`src/rtl/alu_share_arb.sv`:
```
// alu_share_arb: one shared ALU behind a round-robin arbiter for NUM_REQ
// requesters, with a single-entry registered response (valid/ready).
// Op encoding (alu_op_e): 0 ADD, 1 SUB, 2 AND, 3 OR, 4 XOR, 5 SLT, 6 SLTU,
// 7 SLL, 8 SRL, 9 SRA, 10 LUI; codes 11..15 are undefined and return 0.
module alu_share_arb #(
  parameter int NUM_REQ = 2,
  parameter int TAG_W   = 4
) (
  input  logic                     i_clk,
  input  logic                     i_reset,
  input  logic [NUM_REQ-1:0]       req_valid,
  output logic [NUM_REQ-1:0]       req_ready,
  input  logic [NUM_REQ*4-1:0]     req_op,
  input  logic [NUM_REQ*32-1:0]    req_a,
  input  logic [NUM_REQ*32-1:0]    req_b,
  input  logic [NUM_REQ*TAG_W-1:0] req_tag,
  output logic                     rsp_valid,
  input  logic                     rsp_ready,
  output logic [31:0]              rsp_data,
  output logic [TAG_W-1:0]         rsp_tag,
  output logic [$clog2(NUM_REQ)-1:0] rsp_src,
  output logic                     busy
);

  localparam int SRC_W = $clog2(NUM_REQ);

  localparam logic [3:0] OP_ADD  = 4'd0;
  localparam logic [3:0] OP_SUB  = 4'd1;
  localparam logic [3:0] OP_AND  = 4'd2;
  localparam logic [3:0] OP_OR   = 4'd3;
  localparam logic [3:0] OP_XOR  = 4'd4;
  localparam logic [3:0] OP_SLT  = 4'd5;
  localparam logic [3:0] OP_SLTU = 4'd6;
  localparam logic [3:0] OP_SLL  = 4'd7;
  localparam logic [3:0] OP_SRL  = 4'd8;
  localparam logic [3:0] OP_SRA  = 4'd9;
  localparam logic [3:0] OP_LUI  = 4'd10;

  localparam logic ST_EMPTY = 1'b0;
  localparam logic ST_FULL  = 1'b1;

  // Pure ALU; undefined codes fall to zero so they still get a response.
  function automatic logic [31:0] alu_calc(input logic [3:0] op,
                                           input logic [31:0] a,
                                           input logic [31:0] b);
    logic [31:0] res;
    case (op)
      OP_ADD:  res = a + b;
      OP_SUB:  res = a - b;
      OP_AND:  res = a & b;
      OP_OR:   res = a | b;
      OP_XOR:  res = a ^ b;
      OP_SLT:  res = ($signed(a) < $signed(b)) ? 32'd1 : 32'd0;
      OP_SLTU: res = (a < b) ? 32'd1 : 32'd0;
      OP_SLL:  res = a << b[4:0];
      OP_SRL:  res = a >> b[4:0];
      OP_SRA:  res = 32'($signed(a) >>> b[4:0]);
      OP_LUI:  res = b;
      default: res = 32'd0;
    endcase
    return res;
  endfunction

  logic             state;
  logic [SRC_W-1:0] ptr;
  logic             grant_found;
  logic [SRC_W-1:0] grant_idx;
  logic [SRC_W:0]   cand_wide;
  logic             can_accept;
  logic             accept;
  logic [3:0]       sel_op;
  logic [31:0]      sel_a;
  logic [31:0]      sel_b;
  logic [TAG_W-1:0] sel_tag;
  logic [31:0]      alu_data;
  logic [SRC_W-1:0] ptr_next;

  assign rsp_valid  = (state == ST_FULL);
  assign can_accept = (state == ST_EMPTY) | rsp_ready;
  assign accept     = grant_found & can_accept & ~i_reset;
  assign busy       = rsp_valid | (|req_valid);

  // Round-robin search starting at ptr, wrapping modulo NUM_REQ.
  always_comb begin
    grant_found = 1'b0;
    grant_idx   = '0;
    cand_wide   = '0;
    for (int k = 0; k < NUM_REQ; k++) begin
      cand_wide = {1'b0, ptr} + (SRC_W+1)'(k);
      if (cand_wide >= (SRC_W+1)'(NUM_REQ)) begin
        cand_wide = cand_wide - (SRC_W+1)'(NUM_REQ);
      end else begin
        cand_wide = cand_wide;
      end
      if (!grant_found && req_valid[cand_wide[SRC_W-1:0]]) begin
        grant_found = 1'b1;
        grant_idx   = cand_wide[SRC_W-1:0];
      end else begin
        grant_found = grant_found;
      end
    end
  end

  // Steer the granted requester's fields into the ALU; ready goes only to the winner.
  always_comb begin
    sel_op    = 4'd0;
    sel_a     = 32'd0;
    sel_b     = 32'd0;
    sel_tag   = '0;
    req_ready = '0;
    for (int i = 0; i < NUM_REQ; i++) begin
      if (grant_idx == SRC_W'(i)) begin
        sel_op       = req_op[4*i +: 4];
        sel_a        = req_a[32*i +: 32];
        sel_b        = req_b[32*i +: 32];
        sel_tag      = req_tag[TAG_W*i +: TAG_W];
        req_ready[i] = accept;
      end else begin
        req_ready[i] = 1'b0;
      end
    end
  end

  assign alu_data = alu_calc(sel_op, sel_a, sel_b);

  // Pointer moves to the requester after the one just served.
  always_comb begin
    if (grant_idx == SRC_W'(NUM_REQ - 1)) begin
      ptr_next = '0;
    end else begin
      ptr_next = grant_idx + SRC_W'(1);
    end
  end

  // Output register FSM: fill on accept, drain on rsp_ready, hold otherwise.
  always_ff @(posedge i_clk) begin
    if (i_reset) begin
      state    <= ST_EMPTY;
      rsp_data <= 32'd0;
      rsp_tag  <= '0;
      rsp_src  <= '0;
      ptr      <= '0;
    end else if (accept) begin
      state    <= ST_FULL;
      rsp_data <= alu_data;
      rsp_tag  <= sel_tag;
      rsp_src  <= grant_idx;
      ptr      <= ptr_next;
    end else if (rsp_ready) begin
      state    <= ST_EMPTY;
    end else begin
      state    <= state;
    end
  end

endmodule

```
`config.mk`:
```
export PLATFORM = sky130hd
export DESIGN_NAME = alu_share_arb
export DESIGN_NICKNAME = d
export VERILOG_FILES = /design/src/rtl/alu_share_arb.sv
export SDC_FILE = /design/constraint.sdc
export NUM_CORES = 1
export LEC_CHECK = 0
export BUFFER_PORTS_ARGS = -buffer_cell sky130_fd_sc_hd__buf_2
export CAP_MARGIN = 5
export CORE_MARGIN = 4
export CORE_UTILIZATION = 40
export CTS_CLUSTER_SIZE = 30
export DETAILED_ROUTE_END_ITERATION = 6
export PLACE_DENSITY = 0.66
export SLEW_MARGIN = 30
export SYNTH_ARGS = -nofsm -noshare
export SYNTH_HDL_FRONTEND = slang
export SYNTH_SLANG_ARGS = --single-unit
```
`constraint.sdc`:
```
create_clock -name i_clk -period 7.5 [get_ports i_clk]
set_input_delay 1.875 -clock i_clk [delete_from_list [all_inputs] [get_ports i_clk]]
set_output_delay 1.875 -clock i_clk [all_outputs]
set_load 0.02 [all_outputs]
```
---- Word-level counts from Yosys, hierarchy flattened ----
Index checks and enable logic that the tools add are counted.
cells by class
  add/sub/neg operators ................... 6
  order comparisons ....................... 6
  eq/ne operators ......................... 10
  shifts and indexed selects .............. 3
  multiplexer cells ....................... 22
  bitwise gates (word level) .............. 9
  reductions and logical operators ........ 5
operators with widths
  operator                                                               number
  32-bit case mux with 11 select lines                                   1
  32-bit < comparator                                                    2
  32-bit 2-to-1 mux                                                      2
  32-bit adder                                                           1
  32-bit AND                                                             1
  32-bit bitwise OR                                                      1
  32-bit by 5-bit left shift with 32-bit output                          1
  32-bit by 5-bit >> shifter with 32-bit output                          1
  32-bit by 5-bit >>> shifter with 32-bit output                         1
  32-bit subtractor                                                      1
  32-bit bitwise XOR                                                     1
  1-bit 2-to-1 mux                                                       17
  4-bit by 3-bit == test with 1-bit output, second input constant        4
  4-bit == test, second input constant                                   3
  4-bit by 2-bit == test with 1-bit output, second input constant        2
  4-bit 2-to-1 mux                                                       2
  4-bit by 1-bit == test with 1-bit output, second input constant        1
  4-bit logical NOT                                                      1
  1-bit by 2-bit < comparator with 1-bit output, second input constant   2
  1-bit by 1-bit adder with 2-bit output, second input constant          1
  1-bit AND                                                              2
  1-bit by 2-bit >= comparator with 1-bit output, second input constant  1
  2-bit >= comparator, second input constant                             1
  1-bit NOT                                                              2
  other kinds (7)                                                        9
word-level totals
  register bits after elaboration ......... 39
  bits of input ports ..................... 149
  output and inout bits ................... 41
  word-level logic and storage cells ...... 66

---- Depth between registers and ports, before layout ----
Gate-level depths: netlist of the first run.
  depth after elaboration ................. 12
  gate-level depth with buffers ........... 24
  mapped depth without buffers ............ 17

---- Worst setup path before layout of the first run ----
Ideal clock, no wire load.
  path type ............................... input to register
  from .................................... in req_valid[0]
  to ...................................... reg rsp_data[30]
  library setup time ...................... 0.086 ns
  arrival time ............................ 6.269 ns
  required time ........................... 7.414 ns
  setup slack ............................. 1.145 ns
  stages on the path ...................... 24
  path buffers ............................ 9
  cell sequence ........................... nand2b_1 -> buf_4 -> nand2_4 -> buf_6 -> buf_6 -> buf_2 -> buf_2 -> buf_1 -> clkbuf_1 -> clkbuf_1 -> nand2_1 -> nand2_1 -> ha_1 -> clkbuf_1 -> nor2b_1 -> a221oi_1 -> o21ai_0 -> o22ai_1 -> a221o_1 -> a22o_1 -> o211a_1 -> nor3_1 -> or3_1 -> a221oi_2
on the way
  cells in the longest elaborated chain, start to end .. 9
  elaborated cells between the ends (all ways) .. 35
  those cells by class .................... add/sub: 2; eq/ne: 10; shift: 3; mux: 12; bitwise: 5; reduce/logical: 3
RTL lines
  element                                                       line  text
  start: declaration                                            11    input logic [NUM_REQ-1:0] req_valid,
  1-bit 2-to-1 mux (implied by the code) (2 in series)          95    if (!grant_found && req_valid[cand_wide[SRC_W-1:0]]) begin
  1-bit 2-to-1 mux                                              95
  1-bit logical NOT                                             95
  1-bit logical AND                                             95
  1-bit 2-to-1 mux                                              95
  32-bit 2-to-1 mux / 4-bit 2-to-1 mux (equally long branches)  112   if (grant_idx == SRC_W'(i)) begin
  32-bit subtractor, or another cell as far along               49    OP_SUB: res = a - b;
  32-bit case mux with 11 select lines                          47    case (op)
  end signal: assignment                                        145   rsp_data <= alu_data;
  end: declaration                                              19    output logic [31:0] rsp_data,
Parallel ways exist; a longest one is shown, timed or not. The select of a mux whose other input is x is not followed.
A chain may end at the register's enable or synchronous reset.

---- Worst setup path after layout of the first run ----
  from .................................... in req_valid[0]
  to ...................................... reg rsp_data[29]
The elaborated chain is that of the path after synthesis.

==> impl_metrics.yaml, run 1 <==
final_layout:
  layout_commonest_cell: "nand2_1"
  final_cell_mix: "nand2_1, a21oi_1, buf_2"
  synthToLayoutAreaGrowth_pct: 10.2
  num_antenna_cells: 0
  drive_gt1_share_pct: 17.1
  fin_area_um2: 14200
  fin_nets: 2325
grt:
  grt_pass1_vias: 15272
  grt-ovfl-total: 0
  grt_pass1_wl_mm: 98.0
  antenna_found_initial: 3
  globalRouteTotalUtil_pct: 35.5
  grt_max_degree: 77
clock_network:
  cts_tree: "built"
  clockRootBuffer: "clkbuf_16"
  postCtsSetupBuffers: 0
  htree_levels: 2
  cts_resized: 0
  path_clk_slew_ps: 60
  clock_sinks: 39
  cts_hold_buf: 0
  clock_latency_ps: 320
  numCtsBuffers: 5
  clockBufferDepth: 2
sta:
  setup_viol: 0
  fmax_mhz: 166
  period_needed_ps: 6020
  slew_violations: 0
  finClkSkew_ps: 12.9
  worst_pin_slew_ps: 928
  relSlewSlack_pct: 37.5
  tns_ps: 0
  period_share_pct: 80.2
  finalHoldViolCount: 0
  rsz0062_at_grt: "false"
hold_path:
  hold_class: "flip-flop to flip-flop"
floorplanning:
  initial_core_util_pct: 40.7
  die_h_um: 187
  placementRows: 65
  pin_count: 190
  die_w_um: 187
  dieArea_um2: 35100
  design.core.area_um2: 31600
critical_path:
  crit_top_cell: "o31ai_1"
  cp_slowest_cell: "a311oi_1"
  slowest_delay_ps: 520
  cp-start-kind: "primary input"
  required_ps: 7710
  worstSetupPathType: "primary input to flip-flop"
  cp_cell_sequence: "buf_2, and2b_1, nor2_4, buf_4, mux2i_1, inv_1, ha_1, and3_1, and4_1, o311ai_1, a311oi_1, o31ai_1, a211oi_1, o31ai_1, a21oi_1, o21ai_0, a221oi_1"
  critPathArrivalTime_ps: 6230
  setup.worst_path.end_class: "flip-flop"
  ff2ff_setup_slack_ps: 2800
  cp_max_fo: 15
place:
  dp_hpwl_mm: 51.4
  port_buffers: 189
  gp_congestion: 1.06
  place_area_um2: 14000
yosys:
  syn_inst: 1991
  synth_cell_types: 91
  synth_fp_nets: 2238
  synth-seq-cells: 39
  netlist_area_um2: 12900
  ys.flop_type: "dfxtp_1"
  yosysSeqAreaShare_pct: 6.06
  synth_edf_count: 0
  async_flop_share_pct: 0
  avgSynthCellArea_um2: 6.47
  synth_warnings: 0
power_and_ir_drop:
  total_leakage_power_nw: 6.29
  vdd_ir_drop_max_mv: 0.0982
  intPower_mw: 0.829
  switching_share_pct: 56.5
  net-switching-power_mw: 1.08
  power_density_nw_per_um2: 134
  p_comb_share_pct: 75.0
  power_frac_seq_pct: 12.1
  total_power_mw: 1.91
  clkPwrFrac_pct: 12.9
run_status:
  status: "finished clean"
route:
  drc_errors: 0
  via_per_inst: 6.78
  wl_per_cell_um: 26.9
  dr.first_iter.drc_count: 2354
  vias: 16807
  first_pass_iters: 6
  route.antenna.remaining_nets: 0
  wl_mm: 66.6
flow_run:
  drv_cap: 0
[Yosys cell counts (10+ instances only)]
cell,count,area [um^2]
buf_1,14,52.6
a21o_1,22,165
o211ai_1,32,240
nand4_1,10,62.6
mux2i_1,104,1040
nand2_1,308,1160
a31oi_1,28,175
a31o_2,24,210
clkbuf_1,77,289
a22oi_1,12,90.1
o31ai_1,14,105
buf_2,54,270
a211oi_1,73,548
ha_1,96,1200
o21bai_1,12,90.1
nor2b_1,39,244
nor2_1,151,567
nand2b_1,14,87.6
nor4_1,11,68.8
dfxtp_1,39,781
o221ai_1,14,123
xnor2_1,15,131
and3_1,34,213
a2111oi_0,11,96.3
o22ai_1,14,87.6
a21oi_1,200,1000
o21a_1,12,90.1
nor3_1,34,170
mux2_2,41,462
a221oi_1,24,210
or3_1,11,68.8
o21ai_0,129,646
inv_1,98,368
nand3_1,42,210
[registers in the layout (all words and copies together) (netlist names)]
name       cells
rsp_data      32
ptr            1
rsp_tag        4
rsp_valid      1
rsp_src        1
[stage by stage]
stage                     std cells  setup slack, ps  hold WS [ps]  util [%]
after CTS                      2480             1530           454      44.9
after floorplan                1991             1140           464         -
after global placement         2473             1300           431      44.4
final                          2480             1480           454      44.9
after detailed placement       2473             1230           440      44.4
after global routing           2480             1060           471      44.9
[power groups by stage]
stage / combinational [mW] / sequential (mW) / clock, mW
2_1_floorplan: 0.913 / 0.246 / 0
3_3_place_gp: 1.37 / 0.234 / 0
3_5_place_dp: 1.37 / 0.234 / 0
4_1_cts: 1.38 / 0.229 / 0.250
5_1_grt: 1.52 / 0.231 / 0.252
6_report: 1.43 / 0.230 / 0.247
[worst max-delay path, delay by kind of cell]
family                   cells  cell delay, ps
adder cells (fa/ha/maj)      1             490
AO/OA/AOI/OAI                8            1910
AND/OR/NAND/NOR              4             970
multiplexers                 1             390
buffers and inverters        3             580
[metal layers]
| layer | routed length, um | up-vias | track usage (%) |
|---|---|---|---|
| met5 | 26 | - | 0 |
| met4 | 2370 | 6 | 11.2 |
| met3 | 7570 | 157 | 7.02 |
| met2 | 28700 | 1166 | 55.1 |
| met1 | 27900 | 7950 | 49.5 |
| li1 | - | 7528 | - |
[layout make-up]
class                   count  area (um^2)
well taps                 402          503
inverters                 103          387
clock buffers               6          139
flip-flops and latches     39          781
fillers                  3385        17400
repair buffers            239         1330
clock inverters             1         5.00
multi-input cells        1690        11100
[cells by family after synthesis]
group	Yosys count	synth area share [%]
buffers and inverters	262	8.71
xor gates and xnor gates	17	1.16
adders and majority gates	98	9.63
muxes	148	12.1
and+or+nand+nor	699	24.8
AOI/OAI and AO/OA	728	37.6
DFF	39	6.06
[path summary, 6_finish.rpt]
path,from,to,cells past startpoint
worst max register to register,ptr,rsp_data[29],16
worst max-delay path,req_valid[0],rsp_data[29],17
worst min-delay path,rsp_src,rsp_src,1
worst min register to register,rsp_src,rsp_src,1
Power figures use the tool's default switching activity.
==> run 2, diff against run 1 <==
==> constraint.sdc (replaced) <==
create_clock -name i_clk -period 5.82 [get_ports i_clk]
set_input_delay 1.455 -clock i_clk [delete_from_list [all_inputs] [get_ports i_clk]]
set_output_delay 1.455 -clock i_clk [all_outputs]
set_load 0.02 [all_outputs]
==> run 2 against run 1 <==
  * Flip-flop and latch count unchanged
  * Combinational power up 34%
  * Setup slack got worse by 1400 ps
  * Register-to-register slack worse by 1800 ps
  * Die area stayed put
  * Largest power group unchanged
  * Critical path depth is 2 higher
  * First-iteration DRC count is 3.4% lower
  * Design area is 2.4% higher
  * Sequential share of layout area fell by 0.13 points
  * Global-route usage increased by 1.3 points
  * Hold slack got worse by 0.96 ps
  * Clock power up 38%
==> impl_metrics.yaml, run 2 (same netlist as run 1, synthesis figures left out) <==
final_layout:
  multi_input_area_um2: 11000
  num_antenna_cells: 0
  layout_commonest_cell: "nand2_1"
  top_register: "rsp_data"
  synthToLayoutAreaGrowth_pct: 12.9
  fin_util_pct: 46.0
  fin_nets: 2366
  reg_top3: "rsp_data (32), rsp_tag (4)"
  drive_gt1_share_pct: 18.6
  final_cell_mix: "nand2_1, a21oi_1, buf_2"
  fill_cells: 3393
  largest_reg_flops: 32
  seq_area_um2: 781
sta:
  finClkSkew_ps: 8.43
  relSlewSlack_pct: 33.9
  tns_ps: 0
  finalHoldViolCount: 0
  rsz0062_at_grt: "false"
  setup_viol: 0
  fmax_mhz: 175
  worst_pin_slew_ps: 979
  hold_slack_ps: 453
  period_needed_ps: 5710
  slew_violations: 0
  period_share_pct: 98.1
critical_path:
  cp_cell_sequence: "buf_2, and2b_1, nor2_4, buf_12, nand2_1, nand2_1, ha_1, inv_1, fa_1, inv_1, a21oi_1, o21ai_0, o22ai_2, a221o_1, a22o_1, xnor2_1, nor2_1, nor4_1, a221oi_1"
  required_ps: 6000
  worstSetupPathType: "primary input to flip-flop"
  cp-start-kind: "primary input"
  path_delay_family: "compound AO/OA/AOI/OAI gates"
  cp_slowest_cell: "nor4_1"
  slowest_delay_ps: 520
  critPathArrivalTime_ps: 5890
  cp_max_fo: 25
  critical_path_buf_inv_count: 4
  setup.worst_path.end_class: "flip-flop"
grt:
  grt-ovfl-total: 0
  grt_pass1_vias: 15661
  grt_max_degree: 77
  globalRouteTotalUtil_pct: 36.8
  antenna_found_initial: 0
  grt_pass1_wl_mm: 101
floorplanning:
  die_h_um: 187
  placementRows: 65
  die_w_um: 187
  dieArea_um2: 35100
  design.core.area_um2: 31600
  initial_core_util_pct: 40.7
  pin_count: 190
power_and_ir_drop:
  vdd_ir_drop_max_mv: 0.110
  power_density_nw_per_um2: 176
  total_leakage_power_nw: 6.50
  total_power_mw: 2.55
run_status:
  status: "finished clean"
place:
  dp_hpwl_mm: 53.7
  port_buffers: 189
  gp_congestion: 1.05
route:
  wl_mm: 68.8
  route.antenna.remaining_nets: 0
  dr.first_iter.drc_count: 2275
  wl_per_cell_um: 27.3
  drc_errors: 0
  first_pass_iters: 7
  via_per_inst: 6.67
  vias: 16814
hold_path:
  hold_class: "flip-flop to flip-flop"
clock_network:
  path_clk_slew_ps: 80
  clockBufferDepth: 2
  numCtsBuffers: 5
  clockRootBuffer: "clkbuf_16"
  clock_sinks: 39
  postCtsSetupBuffers: 0
  cts_tree: "built"
  htree_levels: 2
  clock_latency_ps: 320
flow_run:
  drv_cap: 0
run 2: path summary, 6_finish.rpt:
check | startpoint | slack, ps | end | depth (start not counted)
max | req_valid[0] | 110 | rsp_data[26] | 19
min | rsp_src | 450 | rsp_src | 1
max reg2reg | ptr | 1020 | rsp_data[26] | 18
min reg2reg | rsp_src | 450 | rsp_src | 1
run 2: report_power, final:
group / total, mW / internal [mW] / switching [mW]
clock: 0.340 / 0.184 / 0.157
combinational: 1.92 / 0.660 / 1.26
sequential: 0.298 / 0.284 / 0.0141
run 2: area by class of cell:
cell class | instances | area share (%)
Clock buffer | 7 | 1.05
Clock inverter | 1 | 0.0516
Inverter | 103 | 2.66
Multi-Input combinational cell | 1690 | 76.0
Sequential cell | 39 | 5.37
Tap cell | 402 | 3.46
Timing Repair Buffer | 280 | 11.5
run 2: routing by layer:
layer	track usage [%]	vias up	routed length (um)	part of all wire (%)
li1	-	7628	-	-
met1	50.3	7972	28600	42
met2	56.2	1044	29400	43
met3	7.97	170	7590	11
met4	14.9	0	3200	4.6
met5	0	-	0	0
run 2: through the flow:
step,area [um^2],worst slack (ps),cells
after global routing,14500,15.3,2522
after detailed placement,14400,-143,2514
final,14500,108,2522
after global placement,14400,-42.7,2514
after floorplan,12900,52.8,1991
after CTS,14500,160,2522
run 2: what timing repair did:
item | in CTS | in global routing
endpoints found under the setup margin | 0 | 4
hold endpoints to repair | 0 | 0
hold buffers | 0 | 0
gates resized for setup | 0 | 2
